**config.mk**
```make
export PLATFORM = sky130hd
export DESIGN_NAME = pipe_hazard_ctrl
export DESIGN_NICKNAME = d
export VERILOG_FILES = /design/src/rtl/pipe_hazard_ctrl_pkg.sv /design/src/rtl/pipe_hazard_ctrl_hazard_detect.sv /design/src/rtl/pipe_hazard_ctrl.sv
export SDC_FILE = /design/constraint.sdc
export NUM_CORES = 1
export LEC_CHECK = 0
export ABC_AREA = 1
export CAP_MARGIN = 20
export CORE_UTILIZATION = 39
export DETAILED_ROUTE_END_ITERATION = 12
export PLACE_DENSITY = 0.66
export SLEW_MARGIN = 20
export SYNTH_ARGS = -nofsm -noshare
export SYNTH_HDL_FRONTEND = slang
export SYNTH_SLANG_ARGS = --single-unit
```
**constraint.sdc**
```tcl
create_clock -name clk_i -period 2.05 [get_ports clk_i]
set_input_delay 0.205 -clock clk_i [delete_from_list [all_inputs] [get_ports clk_i]]
set_output_delay 0.205 -clock clk_i [all_outputs]
set_load 0.005 [all_outputs]
```
**src/rtl/pipe_hazard_ctrl_pkg.sv**
```systemverilog
`default_nettype none
// ============================================================================
// Module      : pipe_hazard_ctrl_pkg
// Description : Shared Y86-64 icode, register and status encodings plus
//               control FSM state encodings for the pipeline controller.
// Revision    : 1.0 - initial release
// ============================================================================
package pipe_hazard_ctrl_pkg;

    localparam logic [3:0] IHALT   = 4'h0;
    localparam logic [3:0] INOP    = 4'h1;
    localparam logic [3:0] IMRMOVQ = 4'h5;
    localparam logic [3:0] IOPQ    = 4'h6;
    localparam logic [3:0] IJXX    = 4'h7;
    localparam logic [3:0] IRET    = 4'h9;
    localparam logic [3:0] IPOPQ   = 4'hB;

    localparam logic [3:0] RNONE   = 4'hF;

    localparam logic [2:0] SAOK    = 3'd1;
    localparam logic [2:0] SHLT    = 3'd2;
    localparam logic [2:0] SADR    = 3'd3;
    localparam logic [2:0] SINS    = 3'd4;

    localparam int STATE_W = 2;
    localparam logic [STATE_W-1:0] ST_RUN      = 2'd0;
    localparam logic [STATE_W-1:0] ST_MEM_WAIT = 2'd1;
    localparam logic [STATE_W-1:0] ST_HALT     = 2'd2;

    // Any status other than SAOK that stops the machine when it retires.
    function automatic logic is_exc_stat(input logic [2:0] stat);
        return (stat == SADR) || (stat == SINS) || (stat == SHLT);
    endfunction

endpackage
`default_nettype wire

```
**src/rtl/pipe_hazard_ctrl_hazard_detect.sv**
```systemverilog
`default_nettype none
// ============================================================================
// Module      : pipe_hazard_ctrl_hazard_detect
// Description : Pure combinational detection of load/use, ret, branch
//               mispredict and memory/write-back exception conditions.
// Revision    : 1.0 - initial release
// ============================================================================
module pipe_hazard_ctrl_hazard_detect
    import pipe_hazard_ctrl_pkg::*;
(
    input  logic [3:0] i_d_icode,
    input  logic [3:0] i_d_src_a,
    input  logic [3:0] i_d_src_b,
    input  logic [3:0] i_e_icode,
    input  logic [3:0] i_e_dst_m,
    input  logic       i_e_cnd,
    input  logic [3:0] i_m_icode,
    input  logic [2:0] i_m_stat,
    input  logic [2:0] i_w_stat,
    output logic       o_loaduse,
    output logic       o_ret,
    output logic       o_mispred,
    output logic       o_exc_m,
    output logic       o_exc_w
);

    logic w_e_is_load;
    logic w_dst_match;

    assign w_e_is_load = (i_e_icode == IMRMOVQ) || (i_e_icode == IPOPQ);
    // RNONE never creates a dependency even if a source also reads RNONE.
    assign w_dst_match = (i_e_dst_m != RNONE) &&
                         ((i_e_dst_m == i_d_src_a) || (i_e_dst_m == i_d_src_b));

    assign o_loaduse = w_e_is_load && w_dst_match;
    assign o_ret     = (i_d_icode == IRET) || (i_e_icode == IRET) || (i_m_icode == IRET);
    assign o_mispred = (i_e_icode == IJXX) && !i_e_cnd;
    assign o_exc_m   = is_exc_stat(i_m_stat);
    assign o_exc_w   = is_exc_stat(i_w_stat);

endmodule
`default_nettype wire

```
**src/rtl/pipe_hazard_ctrl.sv**
```systemverilog
`default_nettype none
// ============================================================================
// Module      : pipe_hazard_ctrl
// Description : Pipeline stall/bubble control for the 5-stage Y86-64 core with
//               data-memory wait/timeout, sticky status and event counters.
// Revision    : 1.0 - initial release
// ============================================================================
module pipe_hazard_ctrl
    import pipe_hazard_ctrl_pkg::*;
#(
    parameter int CNT_W       = 32,
    parameter int MEM_TIMEOUT = 16
) (
    input  logic             clk_i,
    input  logic             rst_i,
    input  logic [3:0]       D_icode_i,
    input  logic [3:0]       d_srcA_i,
    input  logic [3:0]       d_srcB_i,
    input  logic [3:0]       E_icode_i,
    input  logic [3:0]       E_dstM_i,
    input  logic             e_cnd_i,
    input  logic [3:0]       M_icode_i,
    input  logic [2:0]       m_stat_i,
    input  logic [3:0]       W_icode_i,
    input  logic [2:0]       W_stat_i,
    input  logic             dmem_busy_i,
    output logic             F_stall_o,
    output logic             D_stall_o,
    output logic             E_stall_o,
    output logic             M_stall_o,
    output logic             W_stall_o,
    output logic             D_bubble_o,
    output logic             E_bubble_o,
    output logic             M_bubble_o,
    output logic             W_bubble_o,
    output logic             e_setcc_en_o,
    output logic [2:0]       cpu_stat_o,
    output logic             halted_o,
    output logic [CNT_W-1:0] cycle_cnt_o,
    output logic [CNT_W-1:0] retired_cnt_o
);

    localparam int WAIT_W = $clog2(MEM_TIMEOUT + 1);
    localparam logic [WAIT_W-1:0] c_WAIT_LAST = WAIT_W'(MEM_TIMEOUT - 1);

    logic [STATE_W-1:0] r_state;
    logic [STATE_W-1:0] w_state_next;
    logic [WAIT_W-1:0]  r_wait_cnt;
    logic [2:0]         r_cpu_stat;
    logic [CNT_W-1:0]   r_cycle_cnt;
    logic [CNT_W-1:0]   r_retired_cnt;

    logic w_loaduse;
    logic w_ret;
    logic w_mispred;
    logic w_exc_m;
    logic w_exc_w;
    logic w_running;
    logic w_timeout;
    logic w_exc_retire;
    logic w_retire;

    pipe_hazard_ctrl_hazard_detect u_hazard_detect (
        .i_d_icode (D_icode_i),
        .i_d_src_a (d_srcA_i),
        .i_d_src_b (d_srcB_i),
        .i_e_icode (E_icode_i),
        .i_e_dst_m (E_dstM_i),
        .i_e_cnd   (e_cnd_i),
        .i_m_icode (M_icode_i),
        .i_m_stat  (m_stat_i),
        .i_w_stat  (W_stat_i),
        .o_loaduse (w_loaduse),
        .o_ret     (w_ret),
        .o_mispred (w_mispred),
        .o_exc_m   (w_exc_m),
        .o_exc_w   (w_exc_w)
    );

    assign w_running = (r_state != ST_HALT);
    // The current busy cycle is the MEM_TIMEOUT-th consecutive one.
    assign w_timeout    = w_running && dmem_busy_i && (r_wait_cnt == c_WAIT_LAST);
    assign w_exc_retire = w_running && !dmem_busy_i && w_exc_w;

    // ------------------------------------------------------------------
    // FSM: state register
    // ------------------------------------------------------------------
    always_ff @(posedge clk_i) begin
        if (rst_i) begin
            r_state <= ST_RUN;
        end else begin
            r_state <= w_state_next;
        end
    end

    // ------------------------------------------------------------------
    // FSM: next-state logic
    // ------------------------------------------------------------------
    always_comb begin
        w_state_next = r_state;
        case (r_state)
            ST_RUN, ST_MEM_WAIT: begin
                if (w_timeout || w_exc_retire) begin
                    w_state_next = ST_HALT;
                end else if (dmem_busy_i) begin
                    w_state_next = ST_MEM_WAIT;
                end else begin
                    w_state_next = ST_RUN;
                end
            end
            ST_HALT: begin
                w_state_next = ST_HALT;
            end
            default: begin
                w_state_next = ST_RUN;
            end
        endcase
    end

    // ------------------------------------------------------------------
    // FSM: output logic (HALT > memory freeze > hazard rules)
    // ------------------------------------------------------------------
    always_comb begin
        F_stall_o    = 1'b0;
        D_stall_o    = 1'b0;
        E_stall_o    = 1'b0;
        M_stall_o    = 1'b0;
        W_stall_o    = 1'b0;
        D_bubble_o   = 1'b0;
        E_bubble_o   = 1'b0;
        M_bubble_o   = 1'b0;
        W_bubble_o   = 1'b0;
        e_setcc_en_o = 1'b0;
        halted_o     = 1'b0;
        if (r_state == ST_HALT) begin
            F_stall_o = 1'b1;
            D_stall_o = 1'b1;
            E_stall_o = 1'b1;
            M_stall_o = 1'b1;
            W_stall_o = 1'b1;
            halted_o  = 1'b1;
        end else if (dmem_busy_i) begin
            // Hold everything up to M; W drains a NOP while the access waits.
            F_stall_o  = 1'b1;
            D_stall_o  = 1'b1;
            E_stall_o  = 1'b1;
            M_stall_o  = 1'b1;
            W_bubble_o = 1'b1;
        end else begin
            F_stall_o    = w_loaduse || w_ret;
            D_stall_o    = w_loaduse;
            D_bubble_o   = w_mispred || (!w_loaduse && w_ret);
            E_bubble_o   = w_mispred || w_loaduse;
            M_bubble_o   = w_exc_m || w_exc_w;
            W_stall_o    = w_exc_w;
            e_setcc_en_o = (E_icode_i == IOPQ) && !w_exc_m && !w_exc_w;
        end
    end

    // ------------------------------------------------------------------
    // Consecutive busy-cycle counter
    // ------------------------------------------------------------------
    always_ff @(posedge clk_i) begin
        if (rst_i || !w_running || !dmem_busy_i) begin
            r_wait_cnt <= '0;
        end else if (!w_timeout) begin
            r_wait_cnt <= r_wait_cnt + WAIT_W'(1);
        end
    end

    // ------------------------------------------------------------------
    // Sticky status: written only on the transition into HALT
    // ------------------------------------------------------------------
    always_ff @(posedge clk_i) begin
        if (rst_i) begin
            r_cpu_stat <= SAOK;
        end else if (w_timeout) begin
            r_cpu_stat <= SADR;
        end else if (w_exc_retire) begin
            r_cpu_stat <= W_stat_i;
        end
    end

    // ------------------------------------------------------------------
    // Cycle and retirement counters
    // ------------------------------------------------------------------
    assign w_retire = w_running && !W_stall_o && !W_bubble_o && !w_exc_w &&
                      (W_icode_i != INOP) && (W_icode_i != IHALT);

    always_ff @(posedge clk_i) begin
        if (rst_i) begin
            r_cycle_cnt   <= '0;
            r_retired_cnt <= '0;
        end else begin
            if (w_running) begin
                r_cycle_cnt <= r_cycle_cnt + CNT_W'(1);
            end
            if (w_retire) begin
                r_retired_cnt <= r_retired_cnt + CNT_W'(1);
            end
        end
    end

    assign cpu_stat_o    = r_cpu_stat;
    assign cycle_cnt_o   = r_cycle_cnt;
    assign retired_cnt_o = r_retired_cnt;

endmodule
`default_nettype wire

```
==> metrics.json <==
{
  "run_status": {
    "status": "completed"
  },
  "synthesis": {
    "synth_sequential_area_ratio_pct": 34.7,
    "distinct_cells_synth": 35,
    "postSynthRegisterBits": 74,
    "synth_cells": 668,
    "synth.cell_area_um2": 4270,
    "syn-mean-instance-area_um2": 6.39,
    "synth_nets": 710,
    "synthesis.yosys.warnings": 0
  },
  "setup_path": {
    "worstRegToRegCells": 10,
    "cpMaxStageDelayCell": "sky130_fd_sc_hd__clkdlybuf4s50_1",
    "timing.reg2reg.setup_slack_ns": 0.29,
    "worst-setup-path-type": "flip-flop to primary output",
    "worst_setup_path_end_kind": "primary output",
    "cp.required_ns": 1.85,
    "crit_arrival_ns": 1.77,
    "crit_chain": "inv_2 > nand2_4 > nand2_4 > a21oi_1 > clkdlybuf4s50_1",
    "cpMostUsedCell": "sky130_fd_sc_hd__nand2_4",
    "critical_path_peak_fanout": 18,
    "critical-path-max-stage-delay_ns": 0.54,
    "worstSetupStartpointType": "flip-flop"
  },
  "timing": {
    "setup_viol": 0,
    "finalCriticalPeriod_ns": 1.97,
    "hold_viol": 0,
    "worst-slew-pin-transition_ns": 0.362,
    "max_freq_mhz": 507,
    "finalWorstSetupSlack_ns": 0.0781,
    "period_share_pct": 96.2,
    "worst_clock_skew_ns": 0.0149,
    "slew_headroom_pct": 75.5,
    "slew_viol_final": 0
  },
  "floorplan": {
    "top_level_ports": 116,
    "fp-row-count": 37,
    "core_region_area_um2": 10500,
    "dieArea_um2": 11400,
    "floorplan.die.height_um": 107,
    "floorplan.initialDensity_pct": 40.8,
    "die-width_um": 107
  },
  "job": {
    "drv_cap": 0
  },
  "global_route": {
    "grt_pass1_wl_mm": 19.5,
    "gr-total-overflow": 0,
    "grt_resource_usage_total_pct": 21.2,
    "grt_antenna_before_repair": 0,
    "grt_max_degree": 27,
    "number_of_global_route_vias_before_repair": 4339
  },
  "detailed_routing": {
    "avgViaCountPerCell": 4.87,
    "wl_per_cell_um": 12.3,
    "antenna_viol_nets_final": 0,
    "drc_errors": 0,
    "1st_pass_router_iterations": 6,
    "initialDrtViolationCount": 136,
    "total_via_count_after_detailed_routing": 4577,
    "wl_mm": 11.5
  },
  "power_and_ir_drop": {
    "ir_worst_vdd_uv": 266,
    "fin_total_pwr_mw": 2.97,
    "power_density_nw_per_um2": 505,
    "power_leakage_nw": 2.27
  },
  "final_layout": {
    "synthToLayoutAreaGrowth_pct": 37.7,
    "diode_count": 0,
    "filler_cell_count": 1067,
    "final_area_um2": 5880,
    "layout.area.seq_um2": 1480,
    "layout.cells.most_common_list": "sky130_fd_sc_hd__nand2_1, sky130_fd_sc_hd__nor2_1, sky130_fd_sc_hd__clkdlybuf4s50_1",
    "fraction_of_final_layout_cells_sized_beyond_drive_strength_1_pct": 8.21,
    "layout_commonest_cell": "sky130_fd_sc_hd__nand2_1",
    "nets": 841,
    "multiInputGateArea_um2": 2380
  },
  "clocking": {
    "cts_buffers": 9,
    "cts_root_buffer": "sky130_fd_sc_hd__clkbuf_8",
    "h-tree-depth": 3,
    "cts_tree": "done",
    "worstSkewPairLatency_ns": 0.35,
    "cts_buffer_depth": 2,
    "cts_num_sinks": 74,
    "path_clk_slew_ns": 0.08
  },
  "placement": {
    "hpwl_mm": 8.75,
    "port_buffers": 114,
    "placed_cell_area_um2": 5610,
    "place.gp.congestion": 0.872,
    "preCtsSetupSlack_ns": -0.106
  },
  "min_path": {
    "hp-class": "flip-flop to flip-flop",
    "timing.hold.worst_path_depth": 2
  }
}
final timing paths:
check | from | to
worst min register to register | cpu_stat_o[0] | cpu_stat_o[0]
worst max-delay path | r_state[0] | M_bubble_o
worst min-delay path | cpu_stat_o[0] | cpu_stat_o[0]
worst max register to register | retired_cnt_o[0] | retired_cnt_o[24]
stage by stage:
step                      util, %  hold slack, ns  TNS (ns)  instances
after CTS                    55.5           0.463         0        934
final                        56.2           0.467         0        940
after detailed placement     53.6           0.455    -0.119        918
after floorplan                 -           0.321         0        668
after global routing         56.2           0.476  -0.00403        940
after global placement       53.6           0.448   -0.0516        918
cell usage after synthesis:
cell,n,area (um^2)
sky130_fd_sc_hd__nand3b_1,3,22.5
sky130_fd_sc_hd__a21boi_0,1,7.51
sky130_fd_sc_hd__nand3_2,1,10.0
sky130_fd_sc_hd__nor2_8,1,20.0
sky130_fd_sc_hd__buf_1,1,3.75
sky130_fd_sc_hd__clkbuf_1,7,26.3
sky130_fd_sc_hd__nor3_1,16,80.1
sky130_fd_sc_hd__a31oi_1,2,12.5
sky130_fd_sc_hd__nor2_4,6,67.6
sky130_fd_sc_hd__inv_1,89,334
sky130_fd_sc_hd__a211oi_1,1,7.51
sky130_fd_sc_hd__o311ai_0,1,8.76
sky130_fd_sc_hd__and3_1,1,6.26
sky130_fd_sc_hd__o21a_1,1,7.51
sky130_fd_sc_hd__nand2_4,3,33.8
sky130_fd_sc_hd__nor3_2,2,20.0
sky130_fd_sc_hd__o21bai_1,8,60.1
sky130_fd_sc_hd__nand3_1,46,230
sky130_fd_sc_hd__nand2_1,166,623
sky130_fd_sc_hd__buf_6,3,33.8
sky130_fd_sc_hd__buf_4,1,7.51
sky130_fd_sc_hd__inv_2,3,11.3
sky130_fd_sc_hd__nor2_2,7,43.8
sky130_fd_sc_hd__dfxtp_1,74,1480
sky130_fd_sc_hd__xor2_1,5,43.8
sky130_fd_sc_hd__nor2_1,113,424
sky130_fd_sc_hd__nand2_2,6,37.5
sky130_fd_sc_hd__o21ai_0,23,115
sky130_fd_sc_hd__nor4_1,1,6.26
sky130_fd_sc_hd__nor3b_1,2,15.0
sky130_fd_sc_hd__ha_1,4,50.1
sky130_fd_sc_hd__a21oi_1,29,145
sky130_fd_sc_hd__xnor2_1,9,78.8
sky130_fd_sc_hd__nand4_1,27,169
sky130_fd_sc_hd__o21ai_1,5,25.0
area by class of cell:
type	instances	area share (%)
clock buffers	10	2.17
clock inverters	6	1.15
inverters	92	5.87
multi-input cells	490	40.6
flip-flops and latches	74	25.2
well taps	136	2.89
repair buffers	132	22.2
worst max-delay path, delay by kind of cell (launching register included):
kind,cells,cell delay (ns)
DFF,1,0.39
and+or+nand+nor,2,0.29
buffers and inverters,2,0.60
AOI/OAI and AO/OA,1,0.13
power breakdown:
group | switching, mW | leakage [nW] | internal [mW]
clock network | 0.572 | 0.0925 | 0.565
logic | 0.166 | 1.58 | 0.191
registers | 0.0181 | 0.598 | 1.46
cell families (layout without fill, tap and decap cells):
group                      count (synthesis)  count (layout)  synth area share (%)
DFF                                       74              74                  34.7
AOI/OAI and AO/OA                         71              71                  9.12
and+or+nand+nor                          401             401                  42.4
xor gates and xnor gates                  14              14                  2.87
buffers and inverters                    104             240                  9.76
adders and majority gates                  4               4                  1.17
layer usage:
layer / GRT usage [%] / up-vias / part of all wire (%)
li1: - / 2397 / -
met1: 25.1 / 2057 / 46
met2: 37.3 / 100 / 48
met3: 4.92 / 23 / 3.6
met4: 7.24 / 0 / 2.1
met5: 0 / - / 0
registers in the layout, summed over array words and instances (netlist names):
| register | flops |
|---|---|
| cycle_cnt_o | 32 |
| retired_cnt_o | 32 |
| r_wait_cnt | 5 |
| cpu_stat_o | 3 |
| r_state | 2 |
timing repair:
item	CTS	global route
setup buffers	0	6
endpoints found under the setup margin	2	5
gates resized for setup	4	10
hold buffers	0	0
pin swaps	1	2
hold endpoints to repair	0	0
(Power assumes the default switching activity.)
